$ cat src/rtl/tdm_demux4.sv
// Four-slot TDM demultiplexer: collects one sync-aligned frame of four DW-bit slots
// and presents it in parallel on dout, with frame-complete and resync pulses.
module tdm_demux4 #(
  parameter int DW = 1
) (
  input  logic            clk,
  input  logic            rst,
  input  logic            en,
  input  logic            sync,
  input  logic [DW-1:0]   din,
  output logic [0:4*DW-1] dout,
  output logic [1:0]      slot,
  output logic            frame_valid,
  output logic            sync_err
);

  typedef enum logic {IDLE, RUN} state_t;

  state_t          state;
  logic [DW-1:0]   shadow_0;
  logic [DW-1:0]   shadow_1;
  logic [DW-1:0]   shadow_2;

  always_ff @(posedge clk or posedge rst) begin
    if (rst) begin
      state       <= IDLE;
      slot        <= 2'd0;
      shadow_0    <= '0;
      shadow_1    <= '0;
      shadow_2    <= '0;
      dout        <= '0;
      frame_valid <= 1'b0;
      sync_err    <= 1'b0;
    end else begin
      frame_valid <= 1'b0;
      sync_err    <= 1'b0;
      if (en) begin
        case (state)
          IDLE: begin
            if (sync) begin
              shadow_0 <= din;
              slot     <= 2'd1;
              state    <= RUN;
            end
          end
          RUN: begin
            if (sync) begin
              // Mid-frame sync: drop the partial frame and restart on this sample.
              sync_err <= 1'b1;
              shadow_0 <= din;
              slot     <= 2'd1;
            end else if (slot == 2'd3) begin
              dout        <= {shadow_0, shadow_1, shadow_2, din};
              frame_valid <= 1'b1;
              slot        <= 2'd0;
              state       <= IDLE;
            end else begin
              if (slot == 2'd1) shadow_1 <= din;
              else              shadow_2 <= din;
              slot <= slot + 2'd1;
            end
          end
          default: begin
            state <= IDLE;
            slot  <= 2'd0;
          end
        endcase
      end
    end
  end

endmodule

$ cat config.mk
export PLATFORM = sky130hd
export DESIGN_NAME = tdm_demux4
export DESIGN_NICKNAME = d
export VERILOG_FILES = /design/src/rtl/tdm_demux4.sv
export SDC_FILE = /design/constraint.sdc
export NUM_CORES = 1
export LEC_CHECK = 0
export BUFFER_PORTS_ARGS = -buffer_cell sky130_fd_sc_hd__buf_2
export CORE_AREA = 5 5 42 44
export DETAILED_ROUTE_END_ITERATION = 10
export DIE_AREA = 0 0 47 49
export GPL_TIMING_DRIVEN = 0
export HOLD_SLACK_MARGIN = 0.05
export PLACE_DENSITY = 0.61
export SYNTH_ARGS = -nofsm -noshare
export SYNTH_HDL_FRONTEND = slang
export SYNTH_SLANG_ARGS = --single-unit
$ cat constraint.sdc
create_clock -name clk -period 1.3 [get_ports clk]
set_input_delay 0.26 -clock clk [delete_from_list [all_inputs] [get_ports clk]]
set_output_delay 0.26 -clock clk [all_outputs]
set_load 0.01 [all_outputs]
After elaboration in Yosys (flattened, before gate mapping)
Cells that the tools add are included.
{"block": "totals", "ff_bits": 12, "inputBits": 5, "output_inout_bits": 8, "wordCells": 36}
{"block": "op_classes", "add_sub_neg": 1, "n_eq_ne": 3, "mux": 15, "n_bitwise": 4, "reduce_logical": 5}
{"operator": "$mux 1", "n": 10}
{"operator": "$reduce_and 5->1", "n": 2}
{"operator": "$mux 2", "n": 3}
{"operator": "$not 1->1", "n": 4}
{"operator": "$pmux 2 s2", "n": 1}
{"operator": "$reduce_and 2->1", "n": 2}
{"operator": "$reduce_and 4->1", "n": 1}
{"operator": "$add 2x1->2 const B", "n": 1}
{"operator": "$eq 2x1->1 const B", "n": 1}
{"operator": "$eq 2x2->1 const B", "n": 1}
{"operator": "$ne 2x2->1 const B", "n": 1}
{"operator": "$pmux 1 s2", "n": 1}

Depth between registers and ports, before layout
Gate-level depths: netlist of the first run.
{"block": "logic_depth", "depth_word": 5, "mapped_depth": 4, "depth_no_buf": 4}

Least setup slack after synthesis of the first run
No wires, ideal clock.
{"block": "synth_timing", "kind": "reg-to-reg", "start": "register slot[0]", "end": "register shadow_1", "setup_ns": 0.125, "arrival_time_ns": 1.297, "path_slack_ns": -0.122, "stages_incl_launch_ff": 4, "cell_sequence": "dfrtp_1 -> ha_1 -> nor4b_2 -> mux2_2"}
{"block": "synth_via", "elab_chain_len": 3, "word_cells_on_any_way": 4, "cone_classes": "eq/ne: 2; bitwise: 1; reduce/logical: 1"}
{"element": "start, declared", "line": "12", "source": "output logic [1:0] slot,"}
{"element": "start signal, assigned", "line": "60", "source": "slot <= slot + 2'd1;"}
{"element": "$eq 2x2->1", "line": "52", "source": "end else if (slot == 2'd3) begin"}
{"element": "$not 1->1 (no line)"}
{"element": "$reduce_and 5->1 (no line) *"}
{"element": "end signal, assigned", "line": "58", "source": "if (slot == 2'd1) shadow_1 <= din;"}
{"element": "end, declared", "line": "21", "source": "logic [DW-1:0] shadow_1;"}
Mark *: on every way between the ends. The rest lies on a longest branch, timed or not.
A chain may end at the register's enable or synchronous reset.

Worst setup path in the final report of the first run
{"block": "layout_timing", "start": "register slot[0]", "end": "register shadow_2"}
{"block": "layout_via", "elab_chain_len": 3, "word_cells_on_any_way": 5, "cone_classes": "eq/ne: 2; bitwise: 2; reduce/logical: 1"}
{"element": "$eq 2x1->1 or $eq 2x2->1 (tied branches)", "line": "58, 52"}
{"element": "$not 1->1 (no line)"}
{"element": "$reduce_and 5->1 (no line) *"}
{"element": "end signal, assigned", "line": "59", "source": "else shadow_2 <= din;"}
{"element": "end, declared", "line": "22", "source": "logic [DW-1:0] shadow_2;"}
Marks and branches as above.

==> results of run 1 <==
[power groups by stage]
stage / registers (uW) / clock network [uW] / logic (uW)
after global placement: 615 / 0 / 418
final: 623 / 290 / 643
after CTS: 609 / 303 / 514
after floorplan: 654 / 0 / 245
after detailed placement: 619 / 0 / 432
after global routing: 640 / 310 / 697
[cell families after synthesis]
kind of cell | synth area share (%)
AOI/OAI and AO/OA | 5.34
buffers and inverters | 3.15
adders and majority gates | 4.85
DFF | 58.3
muxes | 15.3
and+or+nand+nor | 13.1
[worst reg2reg max path, stage by stage (launching register included)]
cell and delay [ns]:
dfrtp_2 0.46, ha_4 0.19, nor4_4 0.26, mux2_4 0.32
[per-layer routing]
layer,vias to the layer above,part of all wire (%)
met5,-,0
met4,0,1.2
met3,2,6.0
met2,12,48
met1,192,45
li1,182,-
[flip-flops by register name, indices dropped and copies added, names as in the netlist]
register     cells
slot             2
shadow_2         1
shadow_0         1
shadow_1         1
dout             4
frame_valid      1
sync_err         1
state            1
[layout make-up]
type,instances,area [sq um]
Buffer,1,5.00
Clock buffer,4,36.3
Fill cell,123,642
Inverter,3,11.3
Multi-Input combinational cell,24,278
Sequential cell,12,303
Tap cell,16,20.0
Timing Repair Buffer,17,106
[cell usage after synthesis (all sizes together)]
cell type | number | area [sq um]
dfrtp | 12 | 300
mux2 | 7 | 78.8
nand2 | 6 | 22.5
inv | 3 | 11.3
ha | 2 | 25.0
o21ai | 2 | 10.0
a22o | 1 | 10.0
and3 | 1 | 7.51
clkbuf | 1 | 5.00
nand4b | 1 | 8.76
nor3b | 1 | 7.51
nor4 | 1 | 6.26
nor4b | 1 | 15.0
o31ai | 1 | 7.51
[worst paths after layout]
| kind | cells past startpoint | endpoint | from |
|---|---|---|---|
| min in group asynchronous | 3 | frame_valid | rst |
| max reg2reg | 3 | shadow_2 | slot[0] |
| max | 3 | shadow_2 | slot[0] |
| min | 2 | shadow_0 | din |
| max in group asynchronous | 3 | slot[0] | rst |
| min reg2reg | 1 | dout[1] | dout[1] |
[what timing repair did]
item | CTS | global route
endpoints found under the hold margin | 12 | 0
pin swaps | 0 | 1
gates resized for setup | 3 | 11
setup endpoints to repair | 6 | 6
buffers inserted | 4 | 1
hold buffers | 1 | 0
[per-stage QoR]
| stage | std cells | area, sq um |
|---|---|---|
| 4_1_cts | 76 | 702 |
| 2_1_floorplan | 40 | 539 |
| 3_5_place_dp | 67 | 614 |
| 6_report | 77 | 759 |
| 5_1_grt | 77 | 759 |
| 3_3_place_gp | 67 | 614 |
==> results.toml, run 1 <==
[routing]
route.vias.total = 388
dr.pass1.iters = 4
drcViolationCount = 0
wire_per_inst_microns = 13.2
totalWireLength_mm = 1.02
ant_nets = 0
viasPerCell = 5.04
drt_iter0_drc = 7

[logic_synthesis]
ys_seq_area_share_pct = 58.3
synthDistinctLibCells = 14
syn_nets = 47
syn_avg_cell_area_sq_um = 12.9
synth_cells = 40
synth_seq_cells = 12
yosysWarnings = 0
synthesis.area_sq_um = 515

[global_routing]
grt_first_pass_wirelength_mm = 1.56
use_met3_pct = 4.43
grt_use_total_pct = 9.76
grt_util_met2_pct = 15.8
use_met1_pct = 9.79
grt_pass1_vias = 385
antenna_found_initial = 0
grt_max_degree = 13
grt-busiest-layer = "met2"
grt_overflow_total = 0

[placed_design]
place.gp.congestion = 0.684
dp_slack_ns = -0.0623
port_buffers = 11

[sta]
fin_crit_ns = 1.33
maxClockFrequency_ghz = 0.749
hold_viol = 0
worst-slew-pin-transition_ns = 0.453
timing.slew.headroom_pct = 69.7
drv_slew = 0
worst_slack_ns = -0.0346
setup_viol = 6
tns_ns = -0.0850
post-route-period-util_pct = 103
whs_ns = 0.285
fin_skew_ns = 0.00643
rsz0062_at_grt = "yes"

[setup_path]
crit_path_end_kind = "register"
path_class = "reg2reg"
critPathTopFamily = "flip-flops"
crit_slowest_cell = "dfrtp_2"
max_stage_delay_ns = 0.46
worstPathArrival_ns = 1.49
cp.required_ns = 1.45
rrSetupSlack_ns = -0.03
worstPathMaxFanout = 4
path_buf_inv = 0
startpoint_type = "register"
cp_cell_sequence = "ha_4 -> nor4_4 -> mux2_4"

[clock_network]
cts.sinks = 12
cts_root_buf = "clkbuf_4"
insertion_delay_ns = 0.27
cts_buffers = 3
cts.reportedPaths.clkPinSlew_ns = 0.08
clockBufferDepth = 2
cts_max_level = 1
cts_tree = "built"

[cells_and_area]
final_common_cell = "buf_2"
final_util_pct = 54.2
n_antenna_cell = 0
drive_gt1_share_pct = 63.9
fin_nets = 69
areaGrowthSynthToFinish_pct = 47.3
final_cell_mix = "buf_2, dfrtp_1, mux2_4"

[pwr]
p_leak_uw = 0.000383
comb_power_share_pct = 41.3
clockPowerShare_pct = 18.7
internal_power_uw = 1080
power_uw = 1560
power_frac_seq_pct = 40.0
swShare_pct = 30.9
p_per_area_mw_per_mm2 = 2050
max-vdd-ir-drop_uv = 957
p_switching_uw = 481

[die]
start_util_pct = 36.8
die_w_microns = 47
rows = 14
die-area_sq_mm = 0.00230
ios = 13
fp.dieH_microns = 49
core-area_sq_mm = 0.00140

[worst_hold_path]
hp-class = "in2reg"

[flow_run]
cap_violations = 0

[outcome]
status = "complete, but fails checks"
violations = "negative setup slack"
Note: power is estimated with default switching activity, not from simulation.
==> run 2: changes to the inputs <==
--- a/config.mk
+++ b/config.mk
@@ -5,13 +5,14 @@
 export SDC_FILE = /design/constraint.sdc
 export NUM_CORES = 1
 export LEC_CHECK = 0
+export ABC_AREA = 1
 export BUFFER_PORTS_ARGS = -buffer_cell sky130_fd_sc_hd__buf_2
 export CORE_AREA = 5 5 42 44
 export DETAILED_ROUTE_END_ITERATION = 10
 export DIE_AREA = 0 0 47 49
 export GPL_TIMING_DRIVEN = 0
 export HOLD_SLACK_MARGIN = 0.05
-export PLACE_DENSITY = 0.61
+export PLACE_DENSITY = 0.64
 export SYNTH_ARGS = -nofsm -noshare
 export SYNTH_HDL_FRONTEND = slang
 export SYNTH_SLANG_ARGS = --single-unit
==> run 2 against run 1 <==
Net effect:
- the flow now finishes without violations
- cell area is 9.6% lower
- routed wire length is 3.1% lower
- worst setup slack better by 0.12 ns
- sequential cell count stayed put
- critical path depth is 3 higher
- register-to-register slack better by 0.12 ns
- non-clock buffer count is 3 lower
- sequential power is 5.8% lower
- clock power is 26% lower
- critical endpoint is now shadow_1
- largest power group is now registers
- highest routed layer unchanged
==> results.toml, run 2 <==
[sta]
maxClockFrequency_ghz = 0.824
timing.slew.headroom_pct = 70.5
worst-slew-pin-transition_ns = 0.442
fin_skew_ns = 0.000463
post-route-period-util_pct = 93.4
drv_slew = 0
setup_viol = 0
fin_crit_ns = 1.21
whs_ns = 0.270
tns_ns = 0
hold_viol = 0

[logic_synthesis]
yosysTopAreaCellShare_pct = 53.9
synth_seq_cells = 12
synthesis.area_sq_um = 557
yosysMostFrequentCell = "nand2_1"
syn_avg_cell_area_sq_um = 8.84
synth_largest_area_cell = "dfrtp_1"
async_flop_share_pct = 100
synthDistinctLibCells = 13
yosysWarnings = 0
synth_cells = 63
synth-edff-count = 0
synthMuxAreaShare_pct = 0
synth_top_family_by_area = "simple AND/OR/NAND/NOR gates"
synth_area_leaders = "dfrtp_1, nand2_1, nand3_1"
yosys.area_share.xor_xnor_pct = 0
synth_common_cells = "nand2_1, dfrtp_1, inv_1, nand3_1, nor2_1"
synthAdderAreaFrac_pct = 4.49
ys_seq_area_share_pct = 53.9
syn_nets = 70
synth_compound_area_share_pct = 2.47
synth-main-ff-cell = "dfrtp_1"
yosys.area_share.simple_pct = 32.1

[clock_network]
cts.sinks = 12
cts_buffers = 3
cts_root_buf = "clkbuf_4"
cts.reportedPaths.clkPinSlew_ns = 0.06
cts_tree = "built"
insertion_delay_ns = 0.26
clockBufferDepth = 2
cts_max_level = 1

[cells_and_area]
design_area_sq_um = 687
top_register = "dout"
fin_nets = 89
fillers = 149
final_common_cell = "nand2_1"
n_antenna_cell = 0
drive_gt1_share_pct = 27.5
areaGrowthSynthToFinish_pct = 23.4
final_util_pct = 49.0
largest_register_ffs = 4
biggestRegsByFlops = "dout (4), slot (2)"
final_cell_mix = "nand2_1, dfrtp_1, buf_2"

[pwr]
max-vdd-ir-drop_uv = 1030
internal_power_uw = 839
p_leak_uw = 0.000412
comb_power_share_pct = 40.4
swShare_pct = 37.6
power_frac_seq_pct = 43.7
p_per_area_mw_per_mm2 = 1960
power_uw = 1340
p_switching_uw = 505
clockPowerShare_pct = 15.9

[setup_path]
crit_path_end_kind = "register"
startpoint_type = "register"
reg2reg_to = "shadow_1"
cpMostUsedCell = "nand2_1"
r2r_start = "slot[0]"
path_buf_inv = 1
cp_cell_sequence = "ha_1 -> clkbuf_4 -> nor2_1 -> nand2_1 -> nand2_1 -> nand2_1"
worstPathMaxFanout = 9
path_class = "reg2reg"
crit_slowest_cell = "dfrtp_1"
worstPathArrival_ns = 1.37
cp.required_ns = 1.46
rrSetupSlack_ns = 0.09
critPathTopFamily = "flip-flops"
max_stage_delay_ns = 0.40
reg2reg_depth = 6

[placed_design]
dpl-instance-area_sq_um = 637
port_buffers = 12
place.gp.congestion = 0.723
dp_hpwl_microns = 746

[die]
rows = 14
die_w_microns = 47
fp.dieH_microns = 49
die-area_sq_mm = 0.00230
ios = 13
start_util_pct = 39.7
core-area_sq_mm = 0.00140

[global_routing]
grt_use_total_pct = 10.5
grt_first_pass_wirelength_mm = 1.76
grt_max_degree = 13
antenna_found_initial = 0
grt_pass1_vias = 421
grt_overflow_total = 0

[worst_hold_path]
min-delay-start = "din"
min_to = "shadow_0"
holdPathStages = 3
hp-class = "in2reg"

[routing]
dr.pass1.iters = 4
ant_nets = 0
totalWireLength_microns = 987
drcViolationCount = 0
route.vias.total = 444
viasPerCell = 4.63
drt_iter0_drc = 10
wire_per_inst_microns = 10.3

[flow_run]
cap_violations = 0

[outcome]
status = "completed"
-- run 2: changes by cell type after synthesis, moves of 2 or more --
cell / before / now
nand2_1: 6 / 19
nand3_1: 0 / 9
mux2_2: 7 / 0
inv_1: 3 / 9
nor2_1: 0 / 5
o21ai_0: 2 / 0
-- run 2: kinds of logic after synthesis --
| logic type | after synthesis |
|---|---|
| simple gates | 37 |
| flops | 12 |
| buf+inv | 10 |
| compound gates | 2 |
| fa+ha+maj | 2 |
-- run 2: layout make-up --
class / instances / area (sq um) / area share, %
multi-input cells: 41 / 225 / 32.8
clock buffers: 3 / 22.5 / 3.28
plain buffers: 1 / 7.51 / 1.09
well taps: 16 / 20.0 / 2.91
repair buffers: 14 / 77.6 / 11.3
flip-flops and latches: 12 / 300 / 43.7
inverters: 9 / 33.8 / 4.92
-- run 2: per-stage QoR --
step	setup WS, ns	std cells
after CTS	0.00648	95
after global routing	-0.0143	96
after global placement	0.0776	91
after detailed placement	0.0176	91
after floorplan	0.0976	63
final	0.0861	96
-- run 2: worst max path at each step --
| stage | depth (start not counted) | endpoint | startpoint |
|---|---|---|---|
| global placement | 6 | shadow_2 | slot[0] |
| global route | 6 | shadow_2 | slot[0] |
| detailed placement | 6 | shadow_2 | slot[0] |
| CTS | 6 | shadow_2 | slot[0] |
| floorplan | 6 | shadow_2 | slot[0] |
| finish | 6 | shadow_1 | slot[0] |
-- run 2: worst reg2reg max path, stage by stage, from the launching register on --
cell	delay (ns)
dfrtp_1	0.40
ha_1	0.20
clkbuf_4	0.20
nor2_1	0.15
nand2_1	0.07
nand2_1	0.06
nand2_1	0.04
-- run 2: timing repair --
action | 4_1_cts | 5_1_grt
hold buffers | 1 | 0
setup endpoints to repair | 0 | 2
endpoints found under the hold margin | 12 | 0
buffers inserted | 0 | 1
resized for setup | 0 | 3
-- run 2: power by group through the flow --
| stage | logic [uW] | clock network [uW] | registers, uW |
|---|---|---|---|
| 2_1_floorplan | 287 | 0 | 633 |
| 3_3_place_gp | 468 | 0 | 596 |
| 3_5_place_dp | 483 | 0 | 603 |
| 4_1_cts | 487 | 224 | 596 |
| 5_1_grt | 632 | 243 | 606 |
| 6_report | 543 | 214 | 587 |
-- run 2: per-layer routing --
layer | vias to the layer above | part of all wire [%] | global-route usage [%]
li1 | 229 | - | -
met1 | 198 | 44 | 14.8
met2 | 15 | 44 | 13.6
met3 | 2 | 10 | 3.69
met4 | 0 | 1.0 | 5.53
met5 | - | 0 | 0
